==> src/rtl/imem_fetch_pkg.sv <==
// Shared constants, field positions and redirect decode for the instruction fetch unit.
package imem_fetch_pkg;

    localparam int unsigned INSTR_BITS = 16;

    typedef enum logic [1:0] {
        OP_R = 2'b00,
        OP_I = 2'b01,
        OP_B = 2'b10,
        OP_S = 2'b11
    } opcode_e;

    localparam logic [5:0]  CALL_TAG  = 6'b000000;
    localparam logic [5:0]  RET_TAG   = 6'b111111;
    localparam logic [2:0]  CALL_RS   = 3'b110;
    localparam logic [2:0]  RET_RS    = 3'b111;
    localparam logic [15:0] HALT_WORD = 16'hFFFF;

    localparam int unsigned OPC_LSB = 0;
    localparam int unsigned OPC_W   = 2;
    localparam int unsigned RS_LSB  = 2;
    localparam int unsigned RS_W    = 3;
    localparam int unsigned TGT_LSB = 5;
    localparam int unsigned TGT_W   = 5;
    localparam int unsigned TAG_LSB = 10;
    localparam int unsigned TAG_W   = 6;

    typedef enum logic [1:0] {
        DEC_SEQ,
        DEC_CALL,
        DEC_RET,
        DEC_HALT
    } dec_e;

    typedef enum logic {
        ST_RUN,
        ST_HALT
    } state_e;

    // Priority decode: halt beats return, since the halt word also matches the return pattern.
    function automatic dec_e decode(input logic [INSTR_BITS-1:0] w);
        logic [OPC_W-1:0] opc;
        logic [RS_W-1:0]  rs;
        logic [TAG_W-1:0] tag;
        opc = w[OPC_LSB +: OPC_W];
        rs  = w[RS_LSB +: RS_W];
        tag = w[TAG_LSB +: TAG_W];
        if (w == HALT_WORD)
            return DEC_HALT;
        else if (opc == OP_S && tag == RET_TAG && rs == RET_RS)
            return DEC_RET;
        else if (opc == OP_S && tag == CALL_TAG && rs == CALL_RS)
            return DEC_CALL;
        else
            return DEC_SEQ;
    endfunction

    function automatic logic [TGT_W-1:0] call_target(input logic [INSTR_BITS-1:0] w);
        return w[TGT_LSB +: TGT_W];
    endfunction

endpackage

==> src/rtl/imem_fetch_ret_addr_stack.sv <==
// Circular return-address stack; a push when full overwrites the oldest entry.
module ret_addr_stack #(
    parameter int unsigned RAS_DEPTH = 4,
    parameter int unsigned ADDR_W    = 5
) (
    input  logic              clk,
    input  logic              rst,
    input  logic              push,
    input  logic              pop,
    input  logic [ADDR_W-1:0] din,
    output logic [ADDR_W-1:0] top_c,
    output logic              empty_c,
    output logic              ovf_c,
    output logic              unf_c
);

    localparam int unsigned PTR_W = $clog2(RAS_DEPTH);
    localparam int unsigned CNT_W = PTR_W + 1;

    logic [ADDR_W-1:0] mem [RAS_DEPTH];
    logic [PTR_W-1:0]  ptr_q;
    logic [CNT_W-1:0]  cnt_q;
    logic              full;

    assign full    = (cnt_q == CNT_W'(RAS_DEPTH));
    assign empty_c = (cnt_q == '0);
    assign top_c   = mem[ptr_q - PTR_W'(1)];
    assign ovf_c   = push & full;
    assign unf_c   = pop & empty_c;

    // Pointer wraps naturally because the depth is a power of two.
    always_ff @(posedge clk) begin
        if (!rst) begin
            ptr_q <= '0;
            cnt_q <= '0;
        end else if (push) begin
            ptr_q <= ptr_q + PTR_W'(1);
            if (!full)
                cnt_q <= cnt_q + CNT_W'(1);
        end else if (pop && !empty_c) begin
            ptr_q <= ptr_q - PTR_W'(1);
            cnt_q <= cnt_q - CNT_W'(1);
        end
    end

    always_ff @(posedge clk) begin
        if (push)
            mem[ptr_q] <= din;
    end

endmodule

==> src/rtl/imem_fetch.sv <==
// Instruction fetch: owns the PC, registers fetched words and resolves call/return/branch/halt redirects.
module imem_fetch
    import imem_fetch_pkg::*;
#(
    parameter int unsigned ADDR_W    = 5,
    parameter int unsigned INSTR_W   = 16,
    parameter int unsigned RAS_DEPTH = 4
) (
    input  logic               clk,
    input  logic               rst,
    input  logic               stall,
    input  logic               br_taken,
    input  logic [ADDR_W-1:0]  br_target,
    output logic [ADDR_W-1:0]  imem_adr,
    input  logic [INSTR_W-1:0] imem_data,
    output logic [INSTR_W-1:0] instr,
    output logic               instr_valid,
    output logic [ADDR_W-1:0]  pc_out,
    output logic               halted,
    output logic               ras_err
);

    state_e             state_q, state_d;
    logic [ADDR_W-1:0]  pc_q, pc_d;
    logic [ADDR_W-1:0]  pcout_q, pcout_d;
    logic [INSTR_W-1:0] instr_q, instr_d;
    logic               valid_q, valid_d;
    logic               err_q, err_d;

    logic               en;
    dec_e               dec;
    logic [ADDR_W-1:0]  pc_inc;
    logic               push, pop;
    logic [ADDR_W-1:0]  ras_top;
    logic               ras_empty, ras_ovf, ras_unf;

    assign en     = rst && !stall && (state_q == ST_RUN);
    assign dec    = decode(INSTR_BITS'(imem_data));
    assign pc_inc = pc_q + ADDR_W'(1);
    assign push   = en && !br_taken && (dec == DEC_CALL);
    assign pop    = en && !br_taken && (dec == DEC_RET);
    assign err_d  = err_q | ras_ovf | ras_unf;

    ret_addr_stack #(
        .RAS_DEPTH (RAS_DEPTH),
        .ADDR_W    (ADDR_W)
    ) u_ras (
        .clk     (clk),
        .rst     (rst),
        .push    (push),
        .pop     (pop),
        .din     (pc_inc),
        .top_c   (ras_top),
        .empty_c (ras_empty),
        .ovf_c   (ras_ovf),
        .unf_c   (ras_unf)
    );

    always_ff @(posedge clk) begin
        if (!rst) begin
            state_q <= ST_RUN;
            pc_q    <= '0;
            pcout_q <= '0;
            instr_q <= '0;
            valid_q <= 1'b0;
            err_q   <= 1'b0;
        end else begin
            state_q <= state_d;
            pc_q    <= pc_d;
            pcout_q <= pcout_d;
            instr_q <= instr_d;
            valid_q <= valid_d;
            err_q   <= err_d;
        end
    end

    // Next-state: branch squash, then halt, call, return, sequential.
    always_comb begin
        state_d = state_q;
        pc_d    = pc_q;
        pcout_d = pcout_q;
        instr_d = instr_q;
        valid_d = valid_q;
        if (en) begin
            instr_d = imem_data;
            pcout_d = pc_q;
            if (br_taken) begin
                pc_d    = br_target;
                valid_d = 1'b0;
            end else begin
                case (dec)
                    DEC_HALT: begin
                        state_d = ST_HALT;
                        valid_d = 1'b0;
                    end
                    DEC_CALL: begin
                        pc_d    = ADDR_W'(call_target(INSTR_BITS'(imem_data)));
                        valid_d = 1'b1;
                    end
                    DEC_RET: begin
                        pc_d    = ras_empty ? pc_inc : ras_top;
                        valid_d = 1'b1;
                    end
                    default: begin
                        pc_d    = pc_inc;
                        valid_d = 1'b1;
                    end
                endcase
            end
        end
    end

    assign imem_adr    = pc_q;
    assign instr       = instr_q;
    assign instr_valid = valid_q;
    assign pc_out      = pcout_q;
    assign halted      = (state_q == ST_HALT);
    assign ras_err     = err_q;

endmodule

==> config.mk <==
export PLATFORM = sky130hd
export DESIGN_NAME = imem_fetch
export DESIGN_NICKNAME = d
export VERILOG_FILES = /design/src/rtl/imem_fetch_pkg.sv /design/src/rtl/imem_fetch_ret_addr_stack.sv /design/src/rtl/imem_fetch.sv
export SDC_FILE = /design/constraint.sdc
export NUM_CORES = 1
export LEC_CHECK = 0
export ABC_CLOCK_PERIOD_IN_PS = 8250
export CAP_MARGIN = 25
export CORE_MARGIN = 2
export CORE_UTILIZATION = 30
export DETAILED_ROUTE_END_ITERATION = 16
export PLACE_DENSITY_LB_ADDON = 0.15
export SLEW_MARGIN = 20
export SYNTH_ARGS = -nofsm -noshare
export SYNTH_HDL_FRONTEND = slang
export SYNTH_HIERARCHICAL = 1
export SYNTH_SLANG_ARGS = --single-unit
==> constraint.sdc <==
create_clock -name clk -period 8.25 [get_ports clk]
set_input_delay 1.65 -clock clk [delete_from_list [all_inputs] [get_ports clk]]
set_output_delay 1.65 -clock clk [all_outputs]
set_load 0.05 [all_outputs]
Word level (Yosys, flattened, before mapping)
Memory sizes are Yosys's and may differ from the RTL's.
Cells that the tools add are included.
Widths: inputs -> output; s select.

word-level totals
  flip-flop bits (word level) = 34
  bits in writable memories = 20
  input bits = 25
  word-level logic and storage cells = 65
  memories kept = 1

cells by class
  $add $sub $neg = 5
  equal/unequal tests = 11
  muxes and demuxes = 15
  bitwise logic cells = 6
  reduce and logical (&&, ||, !) cells = 19

memory list
  name       depth  width  rd ports  clocked after Yosys merged registers in  wr ports  RTL line                         text
  u_ras.mem  4      5      1         0                                        1         imem_fetch_ret_addr_stack.sv:20  logic [ADDR_W-1:0] mem [RAS_DEPTH];

operator list
  kind                  number
  $eq 16x16->1 const B  1
  $pmux 5 s3            1
  $logic_and 1x1->1     10
  $mux 5                2
  $eq 3x3->1 const B    3
  $mux 3                3
  $mux 2                4
  $eq 2x2->1 const B    3
  $eq 6x6->1 const B    1
  $logic_not 6->1       1
  $add 5x1->5 const B   1
  $mux 1                5
  $ne 2x2->1 const B    2
  $reduce_and 2->1      2
  $add 3x1->3 const B   1
  $logic_not 1->1       3
  $logic_not 3->1       1
  $reduce_and 3->1      1
  $sub 3x1->3 const B   1
  $add 2x1->2 const B   1
  $and 1x1->1           2
  $eq 2x1->1 const B    1
  $not 1->1             2
  $or 1x1->1            2
  other kinds (2)       2

Depth between registers and ports, before layout
  depth in word-level cells = 11
  mapped depth = 13
  gate-level depth less buffers = 12

By module
The synthesis kept the hierarchy.

by module, submodules not included
  module          instances  cells each  area an instance (sq um)  sequential area each (sq um)
  imem_fetch      1          175         1400.1                    580.6
  ret_addr_stack  1          73          1127.3                    700.7

Worst setup path after synthesis
Ideal clock, no wire load.

  kind = input-to-reg
  start = input imem_data[2]
  end = register u_ras.cnt_q[2]
  arrival = 4.268 ns
  data required time = 8.191 ns
  slack = 3.922 ns
  stages on the path = 13
  path buffers = 1
  path through = nand4_1 > nor3_4 > inv_1 > nor2_1 > a31o_2 > ha_1 > and3_1 > buf_2 > inv_1 > fa_1 > or3b_1 > o41ai_2 > a41o_1

RTL lines
  element                                                           RTL line                         text
  start, declared                                                   imem_fetch.sv:15                 input logic [INSTR_W-1:0] imem_data,
  $eq 3x3->1                                                        imem_fetch_pkg.sv:52             else if (opc == OP_S && tag == CALL_TAG && rs == CALL_RS)
  $logic_and 1x1->1                                                 imem_fetch_pkg.sv:52
  $mux 1                                                            imem_fetch_pkg.sv:52
  $mux 2                                                            imem_fetch_pkg.sv:50             else if (opc == OP_S && tag == RET_TAG && rs == RET_RS)
  $mux 2 (*)                                                        imem_fetch_pkg.sv:48             if (w == HALT_WORD)
  $eq 2x1->1 (*)                                                    imem_fetch.sv:40                 assign push = en && !br_taken && (dec == DEC_CALL);
  $logic_and 1x1->1 (*)                                             imem_fetch.sv:40
  net push                                                          imem_fetch.sv:33                 logic push, pop;
  $ne 2x2->1 (no source line) or $reduce_bool 2->1 (tied branches)  --
  $reduce_and 2->1 (no source line)                                 --
  end signal, assigned                                              imem_fetch_ret_addr_stack.sv:39  cnt_q <= cnt_q + CNT_W'(1);
  end signal, assigned                                              imem_fetch_ret_addr_stack.sv:42  cnt_q <= cnt_q - CNT_W'(1);
  end, declared                                                     imem_fetch_ret_addr_stack.sv:22  logic [CNT_W-1:0] cnt_q;

The timed path passes the listed nets; every way through them passes the cells marked *.
A chain may end at the register's enable or synchronous reset.

Worst setup path after layout
  start = input imem_data[15]
  end = register u_ras.cnt_q[2]

RTL lines
  element                                                           RTL line
  $logic_not 6->1                                                   imem_fetch_pkg.sv:52
  $logic_and 1x1->1 (2 in a row)                                    imem_fetch_pkg.sv:52
  $mux 1                                                            imem_fetch_pkg.sv:52
  $mux 2                                                            imem_fetch_pkg.sv:50
  $mux 2 (*)                                                        imem_fetch_pkg.sv:48
  $eq 2x1->1 (*)                                                    imem_fetch.sv:40
  $logic_and 1x1->1 (*)                                             imem_fetch.sv:40
  net push                                                          imem_fetch.sv:33
  $ne 2x2->1 (no source line) or $reduce_bool 2->1 (tied branches)  --
  $reduce_and 2->1 (no source line)                                 --

Marks and branches as above.

==> impl_metrics.py <==
metrics = {
    "synthesis": {
        "syn_area_um2": 2530,
        "synth_warnings": 6,
        "syn_avg_cell_area_um2": 10.2,
        "synth_edf_count": 20,
        "async_flop_share_pct": 0,
        "synth-seq-cells": 54,
        "syn_inst": 248,
        "ys_seq_area_share_pct": 50.7,
        "synth_fp_nets": 281,
        "ys_types": 53,
        "yosys_most_used_dff": "dfxtp_1",
    },
    "drt": {
        "totalWireLength_um": 6450,
        "via_per_inst": 4.93,
        "wl_per_cell_um": 16.0,
        "drt_first_pass_iters": 4,
        "dr_total_vias": 1993,
        "route.detailed.drc": 0,
        "detail-route-antenna-nets": 0,
        "initialDrtViolationCount": 134,
    },
    "layout": {
        "final_layout_size_suffix_gt1_share_pct": 7.69,
        "antennaDiodeCount": 0,
        "area_growth_pct": 28.6,
        "final_nets": 331,
    },
    "worst_setup_path": {
        "cp.required_ns": 8.50,
        "critPathBufInv": 3,
        "cpPeakStageDelay_ns": 0.50,
        "endpoint_kind": "flop",
        "path_delay_family": "simple AND/OR/NAND/NOR gates",
        "startpoint_type": "primary input",
        "worstSetupPathType": "in -> reg",
        "crit_chain": "clkdlybuf4s50_1 > nand4_1 > nor3_4 > inv_1 > nor2_1 > a31o_2 > ha_1 > and3_1 > inv_1 > fa_1 > or3b_1 > o41ai_2 > a41o_1",
        "crit_top_cell": "inv_1",
        "slowest_stage": "clkdlybuf4s50_1",
        "arrival_ns": 5.20,
        "cp_max_fo": 14,
    },
    "sta": {
        "slew_violations": 0,
        "totalNegativeSetupSlack_ns": 0,
        "fmax_mhz": 202,
        "maxSlewHeadroom_pct": 39.2,
        "min_period_over_period_pct": 60.0,
        "finalHoldWorstSlack_ns": 0.461,
        "hold_viol_final": 0,
        "finalSetupViolCount": 0,
        "grt_setup_unrepaired": "false",
        "min_period_ns": 4.95,
        "worstMarginPinSlew_ns": 0.912,
        "skew_ns": 0.00998,
    },
    "run": {
        "cap_violations": 0,
    },
    "place": {
        "hpwl_um": 4660,
        "port_buffers": 53,
        "gp_congestion": 0.802,
    },
    "clock_tree": {
        "cts.sinks": 54,
        "clk_latency_ns": 0.31,
        "h-tree-depth": 2,
        "tritoncts": "built",
        "cts.path.max_buffers": 2,
        "cts_setup_buffers": 0,
        "cts_resized": 0,
        "cts_hold_buf": 0,
        "cts-root-buf": "clkbuf_8",
        "cts_buffers": 5,
        "clkTransAtPathRegs_ns": 0.11,
    },
    "outcome": {
        "status": "complete, no violations",
    },
    "power": {
        "leakagePower_nw": 1.25,
        "peakVddDrop_mv": 0.0557,
        "powerDensity_nw_per_um2": 167,
    },
    "grt": {
        "grt_max_degree": 38,
        "grt_usage_pct": 14.4,
        "overflow": 0,
        "grt_pass1_wl_um": 10000,
        "grt_pass1_vias": 1827,
        "grt_antenna_before_repair": 0,
    },
    "floorplan": {
        "die_width_um": 95.8,
        "start_util_pct": 30.9,
        "rows": 33,
        "die_h_um": 95.8,
        "die_area_um2": 9170,
        "core_um2": 8180,
        "ios": 54,
    },
    "hold_path": {
        "hp-class": "reg -> reg",
    },
}
power breakdown:
group / internal (mW) / switching [mW]
clock: 0.0609 / 0.0909
combinational: 0.0354 / 0.0610
sequential: 0.287 / 0.00714
total: 0.383 / 0.159
final timing paths:
kind / cells past startpoint / end / from / slack (ns)
worst min-delay path: 2 / pc_out[1] / pc_out[1] / 0.46
worst max-delay path: 13 / u_ras/cnt_q[2] / imem_data[15] / 3.30
worst max register to register: 7 / u_ras/cnt_q[2] / halted / 5.78
worst min register to register: 2 / pc_out[1] / pc_out[1] / 0.46
stage by stage:
| step | instances | worst slack (ns) | total power [mW] | area, um2 | util, % |
|---|---|---|---|---|---|
| 2_1_floorplan | 248 | 3.92 | 0.355 | 2530 | - |
| 3_3_place_gp | 396 | 3.15 | 0.397 | 3160 | 38.6 |
| 3_5_place_dp | 396 | 3.00 | 0.398 | 3160 | 38.6 |
| 4_1_cts | 404 | 3.30 | 0.552 | 3250 | 39.7 |
| 5_1_grt | 404 | 3.01 | 0.567 | 3250 | 39.7 |
| 6_report | 404 | 3.30 | 0.542 | 3250 | 39.7 |
state kept, by name (all words and copies together), names as in the netlist:
| signal | flops |
|---|---|
| ras_err | 1 |
| instr | 16 |
| u_ras/mem | 20 |
| u_ras/cnt_q | 3 |
| u_ras/ptr_q | 2 |
| imem_adr | 5 |
| halted | 1 |
| instr_valid | 1 |
| pc_out | 5 |
synthesized netlist by cell type (all sizes together) (6+ instances only):
cell	count	area, um2
buf	6	30.0
ha	7	87.6
nand3	25	125
and2	9	57.6
a21oi	9	45.0
nand2	46	173
inv	10	37.5
dfxtp	34	681
edfxtp	20	601
clkbuf	6	22.5
layer usage:
| metal | routed length (um) | track usage [%] |
|---|---|---|
| met4 | 46 | 2.86 |
| met5 | 0 | 0 |
| met1 | 3290 | 22.6 |
| met3 | 235 | 2.51 |
| met2 | 2870 | 20.6 |
logic make-up (layout without fill, tap and decap cells):
group | count (synthesis) | after routing | share of synthesized area, %
compound gates | 42 | 42 | 12.0
simple gates | 107 | 107 | 21.3
xor+xnor | 5 | 5 | 1.73
flops | 54 | 54 | 50.7
mux | 10 | 10 | 6.44
buf+inv | 22 | 73 | 3.56
fa+ha+maj | 8 | 8 | 4.26
layout make-up:
type / count / area (um2)
Fill cell: 821 / 4930
Sequential cell: 54 / 1280
Multi-Input combinational cell: 172 / 1160
Timing Repair Buffer: 55 / 546
Tap cell: 105 / 131
Clock buffer: 5 / 68.8
Inverter: 10 / 37.5
Clock inverter: 3 / 23.8
worst min-delay path, delay by kind of cell, from the launching register on:
family / cells / cell delay, ns
flip-flops: 1 / 0.33
AND/OR/NAND/NOR: 2 / 0.10
cells in the final DEF, fill, tap and decap left out, types with 3 or more instances in the layout:
| master | instances |
|---|---|
| mux2i_1 | 5 |
| a21oi_1 | 9 |
| xnor2_1 | 3 |
| nor3_1 | 3 |
| dfxtp_1 | 34 |
| and3_1 | 3 |
| clkdlybuf4s50_1 | 53 |
| a31oi_1 | 3 |
| edfxtp_1 | 20 |
| nand2_1 | 46 |
| and2_1 | 6 |
| nor2_1 | 5 |
| a21boi_0 | 3 |
| nand3_1 | 25 |
| mux4_2 | 5 |
| o21ai_0 | 5 |
| ha_1 | 7 |
| inv_1 | 9 |
| clkbuf_8 | 5 |
No activity file was read; power rests on OpenSTA's default activity.
